**src/rtl/phoneme_sample_player.sv**
```systemverilog
// Phoneme sample player: turns the divided sample-rate square wave into
// single-cycle ticks and, on each tick, fetches the next segment sample from
// ROM and presents it with a one-cycle valid strobe. A start/busy/done
// handshake frames each segment.
module phoneme_sample_player #(
    parameter int unsigned ADDR_W  = 16,
    parameter int unsigned DATA_W  = 16,
    parameter int unsigned ROM_LAT = 1
) (
    input  logic              clk_in,
    input  logic              reset,
    input  logic              tick_clk,
    input  logic              start,
    input  logic [ADDR_W-1:0] seg_base,
    input  logic [ADDR_W-1:0] seg_len,
    output logic [ADDR_W-1:0] rom_addr,
    input  logic [DATA_W-1:0] rom_data,
    output logic [DATA_W-1:0] sample_out,
    output logic              sample_valid,
    output logic              busy,
    output logic              done,
    output logic              overrun
);

    // wait counter spans 0..ROM_LAT, ROM_LAT is at most 4
    localparam int unsigned WAIT_W = 3;

    typedef enum logic [1:0] {
        ST_IDLE = 2'd0,
        ST_PLAY = 2'd1,
        ST_DONE = 2'd2
    } state_t;

    state_t              r_state, w_state_nxt;
    logic                r_s1, r_s2, r_s3;
    logic [ADDR_W-1:0]   r_len, w_len_nxt;
    logic [ADDR_W-1:0]   r_cnt, w_cnt_nxt;
    logic [WAIT_W-1:0]   r_wait, w_wait_nxt;
    logic [ADDR_W-1:0]   r_rom_addr, w_rom_addr_nxt;
    logic [DATA_W-1:0]   r_sample, w_sample_nxt;
    logic                r_valid, w_valid_nxt;
    logic                r_busy, w_busy_nxt;
    logic                r_done, w_done_nxt;
    logic                r_overrun, w_overrun_nxt;

    logic                w_tick;
    logic                w_pending;
    logic [ADDR_W-1:0]   w_cnt_inc;

    assign w_tick    = r_s2 & ~r_s3;
    assign w_pending = (r_wait != WAIT_W'(0));
    assign w_cnt_inc = r_cnt + ADDR_W'(1);

    assign rom_addr     = r_rom_addr;
    assign sample_out   = r_sample;
    assign sample_valid = r_valid;
    assign busy         = r_busy;
    assign done         = r_done;
    assign overrun      = r_overrun;

    // Two-flop synchroniser plus history flop for rising-edge detection
    always_ff @(posedge clk_in or posedge reset) begin
        if (reset) begin
            r_s1 <= 1'b0;
            r_s2 <= 1'b0;
            r_s3 <= 1'b0;
        end else begin
            r_s1 <= tick_clk;
            r_s2 <= r_s1;
            r_s3 <= r_s2;
        end
    end

    // State and datapath registers
    always_ff @(posedge clk_in or posedge reset) begin
        if (reset) begin
            r_state    <= ST_IDLE;
            r_len      <= '0;
            r_cnt      <= '0;
            r_wait     <= '0;
            r_rom_addr <= '0;
            r_sample   <= '0;
            r_valid    <= 1'b0;
            r_busy     <= 1'b0;
            r_done     <= 1'b0;
            r_overrun  <= 1'b0;
        end else begin
            r_state    <= w_state_nxt;
            r_len      <= w_len_nxt;
            r_cnt      <= w_cnt_nxt;
            r_wait     <= w_wait_nxt;
            r_rom_addr <= w_rom_addr_nxt;
            r_sample   <= w_sample_nxt;
            r_valid    <= w_valid_nxt;
            r_busy     <= w_busy_nxt;
            r_done     <= w_done_nxt;
            r_overrun  <= w_overrun_nxt;
        end
    end

    // Next-state and registered-output logic
    always_comb begin
        w_state_nxt    = r_state;
        w_len_nxt      = r_len;
        w_cnt_nxt      = r_cnt;
        w_wait_nxt     = r_wait;
        w_rom_addr_nxt = r_rom_addr;
        w_sample_nxt   = r_sample;
        w_valid_nxt    = 1'b0;
        w_busy_nxt     = r_busy;
        w_done_nxt     = 1'b0;
        w_overrun_nxt  = r_overrun;

        case (r_state)
            ST_IDLE: begin
                w_busy_nxt = 1'b0;
                w_wait_nxt = '0;
                if (start) begin
                    w_rom_addr_nxt = seg_base;
                    w_len_nxt      = seg_len;
                    w_cnt_nxt      = '0;
                    w_overrun_nxt  = 1'b0;
                    w_busy_nxt     = 1'b1;
                    w_state_nxt    = (seg_len == '0) ? ST_DONE : ST_PLAY;
                end
            end
            ST_PLAY: begin
                w_busy_nxt = 1'b1;
                if (w_pending) begin
                    // a tick during an outstanding fetch is lost, not queued
                    if (w_tick) begin
                        w_overrun_nxt = 1'b1;
                    end
                    if (r_wait == WAIT_W'(ROM_LAT)) begin
                        w_sample_nxt   = rom_data;
                        w_valid_nxt    = 1'b1;
                        w_rom_addr_nxt = r_rom_addr + ADDR_W'(1);
                        w_cnt_nxt      = w_cnt_inc;
                        w_wait_nxt     = '0;
                        if (w_cnt_inc == r_len) begin
                            w_state_nxt = ST_DONE;
                        end
                    end else begin
                        w_wait_nxt = r_wait + WAIT_W'(1);
                    end
                end else if (w_tick) begin
                    w_wait_nxt = WAIT_W'(1);
                end
            end
            ST_DONE: begin
                w_done_nxt  = 1'b1;
                w_busy_nxt  = 1'b0;
                w_wait_nxt  = '0;
                w_state_nxt = ST_IDLE;
            end
            default: begin
                w_state_nxt = ST_IDLE;
            end
        endcase
    end

endmodule

```
**config.mk**
```make
export PLATFORM = sky130hd
export DESIGN_NAME = phoneme_sample_player
export DESIGN_NICKNAME = d
export VERILOG_FILES = /design/src/rtl/phoneme_sample_player.sv
export SDC_FILE = /design/constraint.sdc
export NUM_CORES = 1
export LEC_CHECK = 0
export ABC_AREA = 1
export CORE_ASPECT_RATIO = 1.25
export CORE_MARGIN = 10
export CORE_UTILIZATION = 45
export CTS_CLUSTER_SIZE = 14
export DETAILED_ROUTE_END_ITERATION = 8
export GPL_TIMING_DRIVEN = 0
export PLACE_DENSITY = 0.72
export REMOVE_ABC_BUFFERS = 1
export SLEW_MARGIN = 0
export SYNTH_ARGS = -nofsm -noshare
export SYNTH_HDL_FRONTEND = slang
export SYNTH_SLANG_ARGS = --single-unit
```
**constraint.sdc**
```tcl
create_clock -name clk_in -period 7.4 [get_ports clk_in]
set_input_delay 1.85 -clock clk_in [delete_from_list [all_inputs] [get_ports clk_in]]
set_output_delay 1.85 -clock clk_in [all_outputs]
set_load 0.005 [all_outputs]
```
==> flow_summary.toml, run 1 <==
[status]
status = "finished clean"

[clocking]
htreeDepth = 3
worstSkewPairLatency_ns = 0.33
cts-root-buf = "clkbuf_16"
postCtsSetupRepairBufs = 0
hold_buffers = 0
tritoncts = "yes"
path_clk_slew_ns = 0.06
post_cts_resized = 0
cts_buffers = 9
clockBufferDepth = 2
cts_sinks = 76

[hold_path]
holdCritStartpoint = "r_s1"
hold_class = "register to register"

[floorplanning]
initial_utilization_pct = 45.82
fp-row-count = 39
coreArea_um2 = 9076
die_h_um = 127.5
die-area_um2 = 13510
ioPinCount = 88
fp.dieW_um = 106.0

[placement]
gp_congestion = 0.8705
io_buffers = 87
placed_cell_area_um2 = 5151
dp_cells = 757
hpwl_mm = 8.410

[worst_setup_path]
crit_path_max_fanout = 40
path_common_cell = "o21ai_0"
path_cells = "clkdlybuf4s50_1 > or2_1 > nand2_1 > nor2_1 > nand2_2 > inv_2 > o21ai_0 > o21ai_0"
r2r_cells = 8
critPathCapture = "rom_addr[15]"
arrival_ns = 4.01
critical_path_buf_inv_count = 2
cp-start-kind = "input pin"
regToRegStartpoint = "r_state[1]"
crit_cells = 8
path_delay_family = "buffers and inverters"
reg2reg_slack_ns = 4.05
cp-end-kind = "register"
crit_type = "input pin to register"
cp_data_required_time_ns = 7.64
crit_start = "start"
cpMaxStageDelayCell = "inv_2"
slowest_delay_ns = 0.55
r2r-end = "r_cnt[11]"

[synthesis]
yosysMostFrequentCell = "nand2_1"
netlist_instances = 559
synthTopCellsByCount = "nand2_1 (184), dfrtp_1 (76), inv_1 (62)"
synth_seq_cells = 76
synth_edf_count = 0
ys_async_sr_fraction_pct = 100.0
yosys.area.top_type = "dfrtp_1"
synth_warnings = 0
synth_area_leaders = "dfrtp_1 (46%), nand2_1 (17%), nand3_1 (5.7%)"
synth_area_um2 = 4159
ys_seq_area_share_pct = 45.73
synth_ff_type = "dfrtp_1"
postSynthAreaPerCell_um2 = 7.440
netlist.area_leader.share_pct = 45.73
synth_cell_type_count = 34

[timing]
skew_ns = 0.006246
fin_crit_ns = 3.763
setup_viol_count_final = 0
fmax_mhz = 265.7
slew_viol_final = 0
rsz0062_at_grt = "false"
tightest_slew_ns = 1.008
period_share_pct = 50.85
tns_ns = 0
slew-limit-headroom_pct = 32.77
timing.final.hold_violations = 0

[layout]
drive_above_1_share_pct = 7.077
fin_area_um2 = 5455
fin_util_pct = 60.10
num_antenna_cells = 0
nets = 703
layoutNonFillerInstCount = 773
area_delta_synth_final_pct = 31.17

[drt]
drtIter0Drc = 183
drtPass1Iterations = 5
via_per_inst = 5.140
num_vias = 3973
wl_mm = 11.17
wl_per_cell_um = 14.45
drc_errors = 0
final_antenna_net_count = 0

[power_and_ir_drop]
leakagePower_nw = 2.523
power.total_w = 0.002008
p_per_area_nw_per_um2 = 368.0
max-vdd-ir-drop_uv = 222.5

[global_route]
first_global_vias = 3976
grt_first_pass_wirelength_mm = 18.31
grt_overflow_total = 0
antenna_found_initial = 0
grtUsageTotal_pct = 16.52
grt_max_degree = 71

[job]
maxCapViolations = 0
[cell usage in the layout (no fill, tap or decap), drive strengths merged, types with 3 or more instances in the layout]
cell           instances
nand2                190
clkdlybuf4s50         87
dfrtp                 76
inv                   67
nand3                 49
o21ai                 47
nor2                  43
a21oi                 19
nand4                 16
clkbuf                12
o22ai                  8
ha                     6
nand3b                 5
or2                    5
a31oi                  3
[per-layer routing]
metal  GRT usage [%]  wire [um]  share of wire (%)  vias up
li1                -          -                  -     1987
met1           17.30       4294                 38     1855
met2           30.14       6028                 54      105
met3           3.672        511                4.6       26
met4           8.540        338                3.0        0
met5               0          0                  0        -
[layout make-up]
cell class | instances | area [um2]
fillers | 838 | 3621
multi-input cells | 403 | 1943
well taps | 123 | 153.9
inverters | 67 | 254.0
clock inverters | 4 | 47.55
clock buffers | 12 | 256.5
repair buffers | 88 | 898.4
flip-flops and latches | 76 | 1902
[cell families (layout without fill, tap and decap cells)]
logic type | Yosys count | after routing | synth area share, %
compound gates | 83 | 83 | 10.74
flops | 76 | 76 | 45.73
buf+inv | 80 | 171 | 7.551
xor+xnor | 3 | 3 | 0.6319
simple gates | 311 | 311 | 33.54
fa+ha+maj | 6 | 6 | 1.805
[worst register-to-register path, cell delays in order, from the launching register on]
cell,delay [ns]
dfrtp_1,0.41
inv_1,0.09
ha_1,0.82
inv_2,0.35
nor2_4,0.45
inv_2,0.25
nor2_2,0.51
inv_2,0.17
o22ai_1,0.21
[state kept, by name, indices dropped and copies added, names as in the netlist]
signal	flops
sample_out	16
done	1
r_s1	1
busy	1
sample_valid	1
r_s3	1
r_state	2
rom_addr	16
r_s2	1
r_cnt	16
r_len	16
overrun	1
r_wait	3
[how the worst min path moves through the flow]
| stage | end | slack, ns | cells past startpoint |
|---|---|---|---|
| 3_3_place_gp | r_s2 | 0.33 | 0 |
| 5_1_grt | r_s2 | 0.37 | 0 |
| 4_1_cts | r_s2 | 0.36 | 0 |
| 3_5_place_dp | r_s2 | 0.35 | 0 |
| 6_report | r_s2 | 0.35 | 0 |
| 2_1_floorplan | r_s2 | 0.33 | 0 |
[where the power goes]
group / internal, W / switching [W]
Combinational: 0.000388 / 0.000480
Clock: 0.000278 / 0.000165
Sequential: 0.000571 / 0.000125
Total: 0.00124 / 0.000770
[through the flow]
step	hold slack (ns)	setup slack, ns
after floorplan	0.3312	3.612
after global placement	0.3333	2.245
after detailed placement	0.3456	3.269
after CTS	0.3586	3.611
after global routing	0.3667	3.321
final	0.3530	3.637
Note: power is estimated with default switching activity, not from simulation.
==> run 2: changes to the inputs <==
==> constraint.sdc (replaced) <==
create_clock -name clk_in -period 3.72 [get_ports clk_in]
set_input_delay 0.93 -clock clk_in [delete_from_list [all_inputs] [get_ports clk_in]]
set_output_delay 0.93 -clock clk_in [all_outputs]
set_load 0.005 [all_outputs]
==> results of run 2 <==
The final DEF is identical to that of run 1. Status: finished clean.
Among the figures that moved: setup slack after placement 3.269 ns -> 0.3408 ns; setup slack after layout 3.637 ns -> 0.3670 ns; start point of the critical path start -> r_state[1]; end point of the critical path rom_addr[15] -> r_cnt[11]; register-to-register setup slack 4.05 ns -> 0.37 ns; total power 0.002008 W -> 0.003994 W; worst IR drop on VDD 222.5 uV -> 442.5 uV
